## src/rtl/fpmul_arbiter.sv

```systemverilog
// Round-robin share of one Start/Done FPMUL among N requesters; Req-to-Gnt 1 cycle, Gnt-to-RspValid = Done latency + 1.
// No queuing: one transaction in flight, requesters hold Req until Gnt; a hung multiplier is aborted after TIMEOUT WAIT cycles.
module fpmul_arbiter #(
    parameter int N       = 4,
    parameter int W       = 32,
    parameter int TIMEOUT = 64,
    parameter int CW      = 7
) (
    input  logic           Clk,
    input  logic           Rst,
    input  logic [N-1:0]   Req,
    input  logic [N*W-1:0] ReqA,
    input  logic [N*W-1:0] ReqB,
    output logic [N-1:0]   Gnt,
    output logic [N-1:0]   RspValid,
    output logic [W-1:0]   RspP,
    output logic [5:0]     RspFlags,
    output logic           RspErr,
    output logic           Busy,
    output logic           MulStart,
    output logic [W-1:0]   MulA,
    output logic [W-1:0]   MulB,
    input  logic           MulDone,
    input  logic [W-1:0]   MulP,
    input  logic [5:0]     MulFlags
);

    localparam int IW = (N > 1) ? $clog2(N) : 1;

    typedef enum logic [1:0] {IDLE, ISSUE, WAIT, RESP} state_t;

    state_t         r_state, w_state;
    logic [IW-1:0]  r_owner, w_owner;
    logic [IW-1:0]  r_last, w_last;
    logic [CW-1:0]  r_cnt, w_cnt;
    logic [N-1:0]   r_gnt, w_gnt;
    logic [N-1:0]   r_rsp_vld, w_rsp_vld;
    logic [W-1:0]   r_rsp_p, w_rsp_p;
    logic [5:0]     r_rsp_flags, w_rsp_flags;
    logic           r_rsp_err, w_rsp_err;
    logic           r_busy, w_busy;
    logic           r_mul_start, w_mul_start;
    logic [W-1:0]   r_mul_a, w_mul_a;
    logic [W-1:0]   r_mul_b, w_mul_b;

    logic [IW-1:0]  w_pick;
    logic           w_found;
    logic [IW:0]    w_sum;

    // Scan from the slot after the last winner, wrapping, so the last winner is checked last.
    always_comb begin
        w_pick  = '0;
        w_found = 1'b0;
        w_sum   = '0;
        for (int k = 1; k <= N; k++) begin
            w_sum = {1'b0, r_last} + (IW+1)'(k);
            if (w_sum >= (IW+1)'(N)) begin
                w_sum = w_sum - (IW+1)'(N);
            end
            if (!w_found && Req[w_sum[IW-1:0]]) begin
                w_found = 1'b1;
                w_pick  = w_sum[IW-1:0];
            end
        end
    end

    always_comb begin
        w_state     = r_state;
        w_owner     = r_owner;
        w_last      = r_last;
        w_cnt       = r_cnt;
        w_gnt       = '0;
        w_rsp_vld   = '0;
        w_mul_start = 1'b0;
        w_rsp_p     = r_rsp_p;
        w_rsp_flags = r_rsp_flags;
        w_rsp_err   = r_rsp_err;
        w_busy      = r_busy;
        w_mul_a     = r_mul_a;
        w_mul_b     = r_mul_b;
        case (r_state)
            IDLE: begin
                if (w_found) begin
                    w_owner     = w_pick;
                    w_mul_a     = ReqA[int'(w_pick)*W +: W];
                    w_mul_b     = ReqB[int'(w_pick)*W +: W];
                    w_gnt       = N'(1) << w_pick;
                    w_mul_start = 1'b1;
                    w_busy      = 1'b1;
                    w_state     = ISSUE;
                end
            end
            ISSUE: begin
                w_cnt   = '0;
                w_state = WAIT;
            end
            WAIT: begin
                // Done wins over a timeout landing on the same edge.
                if (MulDone) begin
                    w_rsp_p     = MulP;
                    w_rsp_flags = MulFlags;
                    w_rsp_err   = 1'b0;
                    w_rsp_vld   = N'(1) << r_owner;
                    w_state     = RESP;
                end else if (r_cnt == CW'(TIMEOUT - 1)) begin
                    w_rsp_p     = '0;
                    w_rsp_flags = '0;
                    w_rsp_err   = 1'b1;
                    w_rsp_vld   = N'(1) << r_owner;
                    w_state     = RESP;
                end else begin
                    w_cnt = r_cnt + CW'(1);
                end
            end
            RESP: begin
                w_last  = r_owner;
                w_busy  = 1'b0;
                w_state = IDLE;
            end
            default: w_state = IDLE;
        endcase
    end

    always_ff @(posedge Clk or negedge Rst) begin
        if (!Rst) begin
            r_state     <= IDLE;
            r_owner     <= '0;
            r_last      <= IW'(N - 1);
            r_cnt       <= '0;
            r_gnt       <= '0;
            r_rsp_vld   <= '0;
            r_rsp_p     <= '0;
            r_rsp_flags <= '0;
            r_rsp_err   <= 1'b0;
            r_busy      <= 1'b0;
            r_mul_start <= 1'b0;
            r_mul_a     <= '0;
            r_mul_b     <= '0;
        end else begin
            r_state     <= w_state;
            r_owner     <= w_owner;
            r_last      <= w_last;
            r_cnt       <= w_cnt;
            r_gnt       <= w_gnt;
            r_rsp_vld   <= w_rsp_vld;
            r_rsp_p     <= w_rsp_p;
            r_rsp_flags <= w_rsp_flags;
            r_rsp_err   <= w_rsp_err;
            r_busy      <= w_busy;
            r_mul_start <= w_mul_start;
            r_mul_a     <= w_mul_a;
            r_mul_b     <= w_mul_b;
        end
    end

    assign Gnt      = r_gnt;
    assign RspValid = r_rsp_vld;
    assign RspP     = r_rsp_p;
    assign RspFlags = r_rsp_flags;
    assign RspErr   = r_rsp_err;
    assign Busy     = r_busy;
    assign MulStart = r_mul_start;
    assign MulA     = r_mul_a;
    assign MulB     = r_mul_b;

endmodule
```

## config.mk

```make
export PLATFORM = sky130hd
export DESIGN_NAME = fpmul_arbiter
export DESIGN_NICKNAME = d
export VERILOG_FILES = /design/src/rtl/fpmul_arbiter.sv
export SDC_FILE = /design/constraint.sdc
export NUM_CORES = 1
export LEC_CHECK = 0
export BUFFER_PORTS_ARGS = -buffer_cell sky130_fd_sc_hd__buf_2
export CAP_MARGIN = 20
export CORE_AREA = 2 2 160 162
export CTS_BUF_LIST = sky130_fd_sc_hd__clkbuf_16
export CTS_CLUSTER_SIZE = 28
export DETAILED_ROUTE_END_ITERATION = 6
export DIE_AREA = 0 0 162 164
export GPL_TIMING_DRIVEN = 0
export PLACE_DENSITY = 0.53
export SYNTH_ARGS = -nofsm -noshare
export SYNTH_HDL_FRONTEND = slang
export SYNTH_SLANG_ARGS = --single-unit
```

## constraint.sdc

```tcl
create_clock -name Clk -period 5.1 [get_ports Clk]
set_input_delay 0.765 -clock Clk [delete_from_list [all_inputs] [get_ports Clk]]
set_output_delay 0.765 -clock Clk [all_outputs]
set_load 0.03 [all_outputs]
```

# Word level (Yosys, flattened, before mapping)
# Index checks and enable logic that the tools add are counted.
# word_totals
reg_bits	126
inputBits	301
elab_cells	99
out_inout_bits	113
# op_classes
n_mux	42
n_eq_ne	8
n_reduce_logical	15
order_cmp	8
add_sub_neg	9
shift	4
# ops
cell	count
indexed part select 128 x 8 -> 32 bit	2
2-to-1 mux 32 bit	2
2-to-1 mux 2 bit	11
2-to-1 mux 4 bit	5
2-to-1 mux 7 bit	2
one-hot mux 7 bit (2 select lines)	1
2-to-1 mux 1 bit	13
greater-or-equal comparator 3 bit, second input constant	4
< comparator 2 x 3 -> 1 bit, second input constant	4
2-to-1 mux 6 bit	2
binary-select mux 1 bit (select 2 bit)	4
one-hot mux 2 bit (4 select lines)	1
AND reduction 2 bit	4
left shift 1 x 2 -> 4 bit, first input constant	2
subtractor 2 x 1 -> 2 bit, second input constant	4
adder 7 x 1 -> 7 bit, second input constant	1
== test 7 x 6 -> 1 bit, second input constant	1
adder 2 x 2 -> 3 bit, second input constant	2
!= test 2 bit, second input constant	3
nonzero test 2 bit	3
== test 2 bit, second input constant	2
adder 2 x 1 -> 3 bit, second input constant	1
adder 2 x 3 -> 3 bit, second input constant	1
logical AND 1 bit	3
6 further kinds	8

# Depth between registers and ports, before layout
# logic_depth
ltp_word	18
mapped_depth	8

# Least setup slack after synthesis
# No wires, ideal clock.
# synth_path
path_type	input to register
start	in Req[1]
end	reg r_mul_b[26] (netlist: MulB[26])
n_path_buf	3
path_stages	8
setup_slack_ps	2938
t_arrival_ps	2020
required_time_ps	4958
path_cell_list	mux2_4 -> a32oi_1 -> o21a_1 -> buf_6 -> buf_12 -> buf_12 -> mux2i_1 -> o221ai_1
# synth_between
elab_chain_cells	13
word_cells_on_any_way	24
classes_between	shift (1); mux (16); reduce/logical (7)
# synth_rtl
element	line_no	text
from (decl)	11	input logic [N-1:0] Req,
binary-select mux 1 bit (select 2 bit)	60	if (!w_found && Req[w_sum[IW-1:0]]) begin
2-to-1 mux 1 bit (not written as such)	60	
2-to-1 mux 1 bit	60	
logical NOT 1 bit	60	
logical AND 1 bit	60	
2-to-1 mux 1 bit	60	
logical NOT 1 bit	60	
logical AND 1 bit	60	
2-to-1 mux 1 bit	60	
logical NOT 1 bit	60	
logical AND 1 bit	60	
2-to-1 mux 2 bit / 2-to-1 mux 1 bit (equally long branches)	60	
indexed part select 128 x 8 -> 32 bit / AND reduction 2 bit (equally long branches)	-	
to (signal assigned)	152	r_mul_b <= w_mul_b;
to (decl)	44	logic [W-1:0] r_mul_b, w_mul_b;
# Several ways; a longest one is shown, not always the timed one. The select of a mux whose other input is x is not followed.
# A chain may end at the register's enable or synchronous reset.

# Worst setup path after layout
# layout_path
start	reg r_last[1]
end	reg r_mul_a[9] (netlist: MulA[9])
# layout_between
elab_chain_cells	16
word_cells_on_any_way	40
classes_between	add/sub (8); order compare (4); shift (1); mux (20); reduce/logical (7)
# layout_rtl
element	line_no	text
from (decl)	34	logic [IW-1:0] r_last, w_last;
from (signal assigned)	128	r_last <= IW'(N - 1);
from (signal assigned)	142	r_last <= w_last;
adder 2 x 1 -> 3 bit	56	w_sum = {1'b0, r_last} + (IW+1)'(k);
greater-or-equal comparator 3 bit / subtractor 2 x 1 -> 2 bit (equally long branches)	57, 58	
2-to-1 mux 2 bit	57	if (w_sum >= (IW+1)'(N)) begin
binary-select mux 1 bit (select 2 bit)	60	
2-to-1 mux 1 bit (not written as such)	60	
2-to-1 mux 1 bit	60	
logical NOT 1 bit	60	
logical AND 1 bit	60	
2-to-1 mux 1 bit	60	
logical NOT 1 bit	60	
logical AND 1 bit	60	
2-to-1 mux 1 bit	60	
logical NOT 1 bit	60	
logical AND 1 bit	60	
2-to-1 mux 2 bit / 2-to-1 mux 1 bit (equally long branches)	60	
indexed part select 128 x 8 -> 32 bit / AND reduction 2 bit (equally long branches)	-	
to (signal assigned)	151	r_mul_a <= w_mul_a;
to (decl)	43	logic [W-1:0] r_mul_a, w_mul_a;
# Several ways; a longest one is shown, not always the timed one. The select of a mux whose other input is x is not followed.

==> metrics.cfg <==
[worst_setup_path]
critical_path.max_fanout=10
critical_path.most_common_cell=buf_12
kind_of_end_point_of_the_critical_path=flip-flop
critical_path_class=flip-flop to flip-flop
timing.critical_path.slowest_cell_delay_ps=590
regToRegSetupSlack_ps=2590
path_cells=mux2_4 -> a32oi_1 -> o21a_1 -> buf_6 -> buf_12 -> buf_12 -> mux2i_1 -> o221ai_1
worst_ep_arrival_time_ps=2770
cpMaxStageDelayCell=dfstp_2
setup.worst_path.start_class=flip-flop
sum_of_buffers_and_inverters_on_the_critical_path=3
path_delay_family=multiplexers
critical_path.reg2reg.startpoint=r_last[1]$_DFFE_PN1P_
timing.critical_path.required_ps=5370
crit-reg2reg-capture=MulA[9]$_DFFE_PN0P_
r2r_cells=8

[timing]
fin_tns_setup_ps=0
worst-slew-pin-transition_ps=741
timing.max_slew.rel_slack_pct=50.1
setup-violations-final=0
post_route_clock_period_utilization_pct=49.2
achievable_freq_mhz=399
finalHoldViolations=0
hold_ws_ps=275
post-route-min-period_ps=2510
rsz0062_at_grt=no
finClkSkew_ps=12.2
final-max-slew-violation-count=0

[synthesis]
synth_top_cell_by_area=dfrtp_1
synth_sequential_area_ratio_pct=48.6
ys.warnings.count=0
post_synthesis_sequential_element_count=126
synthesis.nets=857
syn-instance-count=550
synth_top_cells_by_area=dfrtp_1 48%, mux2i_1 20%, o221ai_1 8.6%
synth_unique_cells=38
syn_area_per_cell_sq_um=11.8
synth.top_cell.area_share_pct=47.8
post_synth_instance_area_sq_um=6490

[clock_tree]
cts_made_buffers=17
worst_skew_pair.late_latency_ps=410
cts.hold.buffers_added=0
cts.repair_timing.setup_buffer_count=0
tritoncts=yes
max_clock_buf_depth=2
clockRootBuffer=clkbuf_16
h-tree-depth=4
clkSinkCount=126
clk_pin_slew_ps=60
cts-resized-gates=0

[global_route]
antenna_found_initial=5
grt_pass1_wl_um=35800
gr-usage-all-layers_pct=17.7
grt_start_max_net_pins=78
grt-ovfl-total=0
via_count_of_the_first_global_routing_pass=6293

[power_and_ir_drop]
power.density_nw_per_um2=649
worst_ir_drop_vdd_mv=0.369
power.static_leakage_uw=0.00512

[status]
run_status=finished, final reports clean

[layout]
fin_cells=1328
drive_gt1_share_pct=47.8
layout.cells.most_common_list=422 x buf_2, 128 x mux2i_1, 124 x dfrtp_1
layout_commonest_cell=buf_2
finish.net_count=1290
synthToLayoutAreaGrowth_pct=48.7
filler_cell_count_in_the_final_layout=2544

[routing]
vias=6158
route.met3.wl_um=2000
detailedRoute.firstIterationViolations=337
routed_via_density=4.64
postRouteAntennaNets=0
remaining_drc_errors=0
wl_per_cell_um=18.1
highest_layer=met5
drt_wl_total_um=24000
dr_wl_met2_um=11700
detailedRoute.firstPassIterationCount=5
drt-met1-wl_um=9770

[floorplanning]
chipWidth_um=162
floorplan.core_area_sq_um=24800
boundary_pin_count=414
die_area_sq_um=26600
die-height_um=164
num_rows=58
initial_core_util_pct=26.2

[place]
total_of_buffers_placed_on_input_and_output_ports=413
dp_hpwl_um=18900
place_inst=1294
gpl.final_weighted_congestion=0.752

[flow_run]
cap_viol_max_count=0

[worst_hold_path]
type_of_the_tightest_min_delay_check=input port to async pin

logic make-up (layout without fill, tap and decap cells):
| logic type | count (synthesis) | after routing | share of synthesized area [%] |
|---|---|---|---|
| XOR/XNOR | 2 | 2 | 0.270 |
| flip-flops | 126 | 126 | 48.6 |
| other | 0 | 2 | 0 |
| buffers and inverters | 54 | 500 | 6.88 |
| multiplexers | 129 | 129 | 20.0 |
| AND/OR/NAND/NOR | 108 | 108 | 6.94 |
| AO/OA/AOI/OAI | 125 | 125 | 16.2 |
| adder cells (fa/ha/maj) | 6 | 6 | 1.16 |
cell usage after synthesis:
master,instances
a22oi_1,2
o41ai_2,1
mux2i_1,128
o221ai_1,64
xor2_1,2
ha_1,6
buf_12,11
nand3b_1,1
o32a_1,1
nand3_1,5
bufbuf_8,3
buf_6,1
and3_1,3
o311a_1,2
clkbuf_1,19
nor3_1,2
o31ai_1,1
a21oi_1,3
a31oi_1,1
a32oi_1,1
nand2b_1,2
a22o_1,38
nand4_1,2
dfrtp_1,124
and2_1,1
o21ai_1,3
buf_2,10
dfstp_2,2
o21ai_0,7
o21a_1,1
nor2b_1,2
nor2_1,9
mux2_4,1
buf_1,1
nor3b_1,2
inv_2,1
nand2_1,79
inv_1,8
worst max path at each step:
stage,startpoint,end,slack (ps),depth (start not counted)
finish,r_last[1]$_DFFE_PN1P_,MulA[9]$_DFFE_PN0P_,2590,8
global route,Req[3],MulA[1]$_DFFE_PN0P_,2360,6
CTS,Req[3],MulB[30]$_DFFE_PN0P_,2510,6
detailed placement,Req[3],MulB[29]$_DFFE_PN0P_,2080,6
global placement,Rst,MulA[10]$_DFFE_PN0P_,1470,1
floorplan,Req[1],MulB[26]$_DFFE_PN0P_,2940,8
flip-flops by register name, indices dropped and copies added, names as in the netlist:
signal,count
Busy,1
Gnt,4
MulA,32
MulB,32
MulStart,1
RspErr,1
RspFlags,6
RspP,32
RspValid,4
r_cnt,7
r_last,2
r_owner,2
r_state,2
power by group:
part           internal, uW  switching, uW
Sequential             1460            250
Clock                   837            508
Combinational          1190           2020
Total                  3490           2780
area by class of cell:
cell class | instances | area (sq um) | share of cell area (%)
Antenna cell | 2 | 5.00 | 0.0518
Buffer | 45 | 413 | 4.28
Clock buffer | 17 | 425 | 4.41
Clock inverter | 15 | 220 | 2.28
Inverter | 9 | 33.8 | 0.350
Multi-Input combinational cell | 370 | 2890 | 29.9
Sequential cell | 126 | 3160 | 32.7
Tap cell | 330 | 413 | 4.28
Timing Repair Buffer | 414 | 2100 | 21.8
routing by layer:
layer | up-vias | GRT usage [%]
met5 | - | 0
met4 | 6 | 6.32
met3 | 33 | 5.10
met2 | 274 | 30.1
met1 | 2889 | 21.5
li1 | 2956 | -
metrics by stage:
stage                     instance area (sq um)  utilization [%]  total power [uW]  worst slack [ps]
after detailed placement                   9000             36.3              4980              2080
final                                      9660             38.9              6270              2590
after CTS                                  9650             38.9              6360              2510
after global placement                     8970             36.1              4960              1470
after floorplan                            6490                -              3940              2940
after global routing                       9660             38.9              6680              2360
No activity file was read; power rests on OpenSTA's default activity.
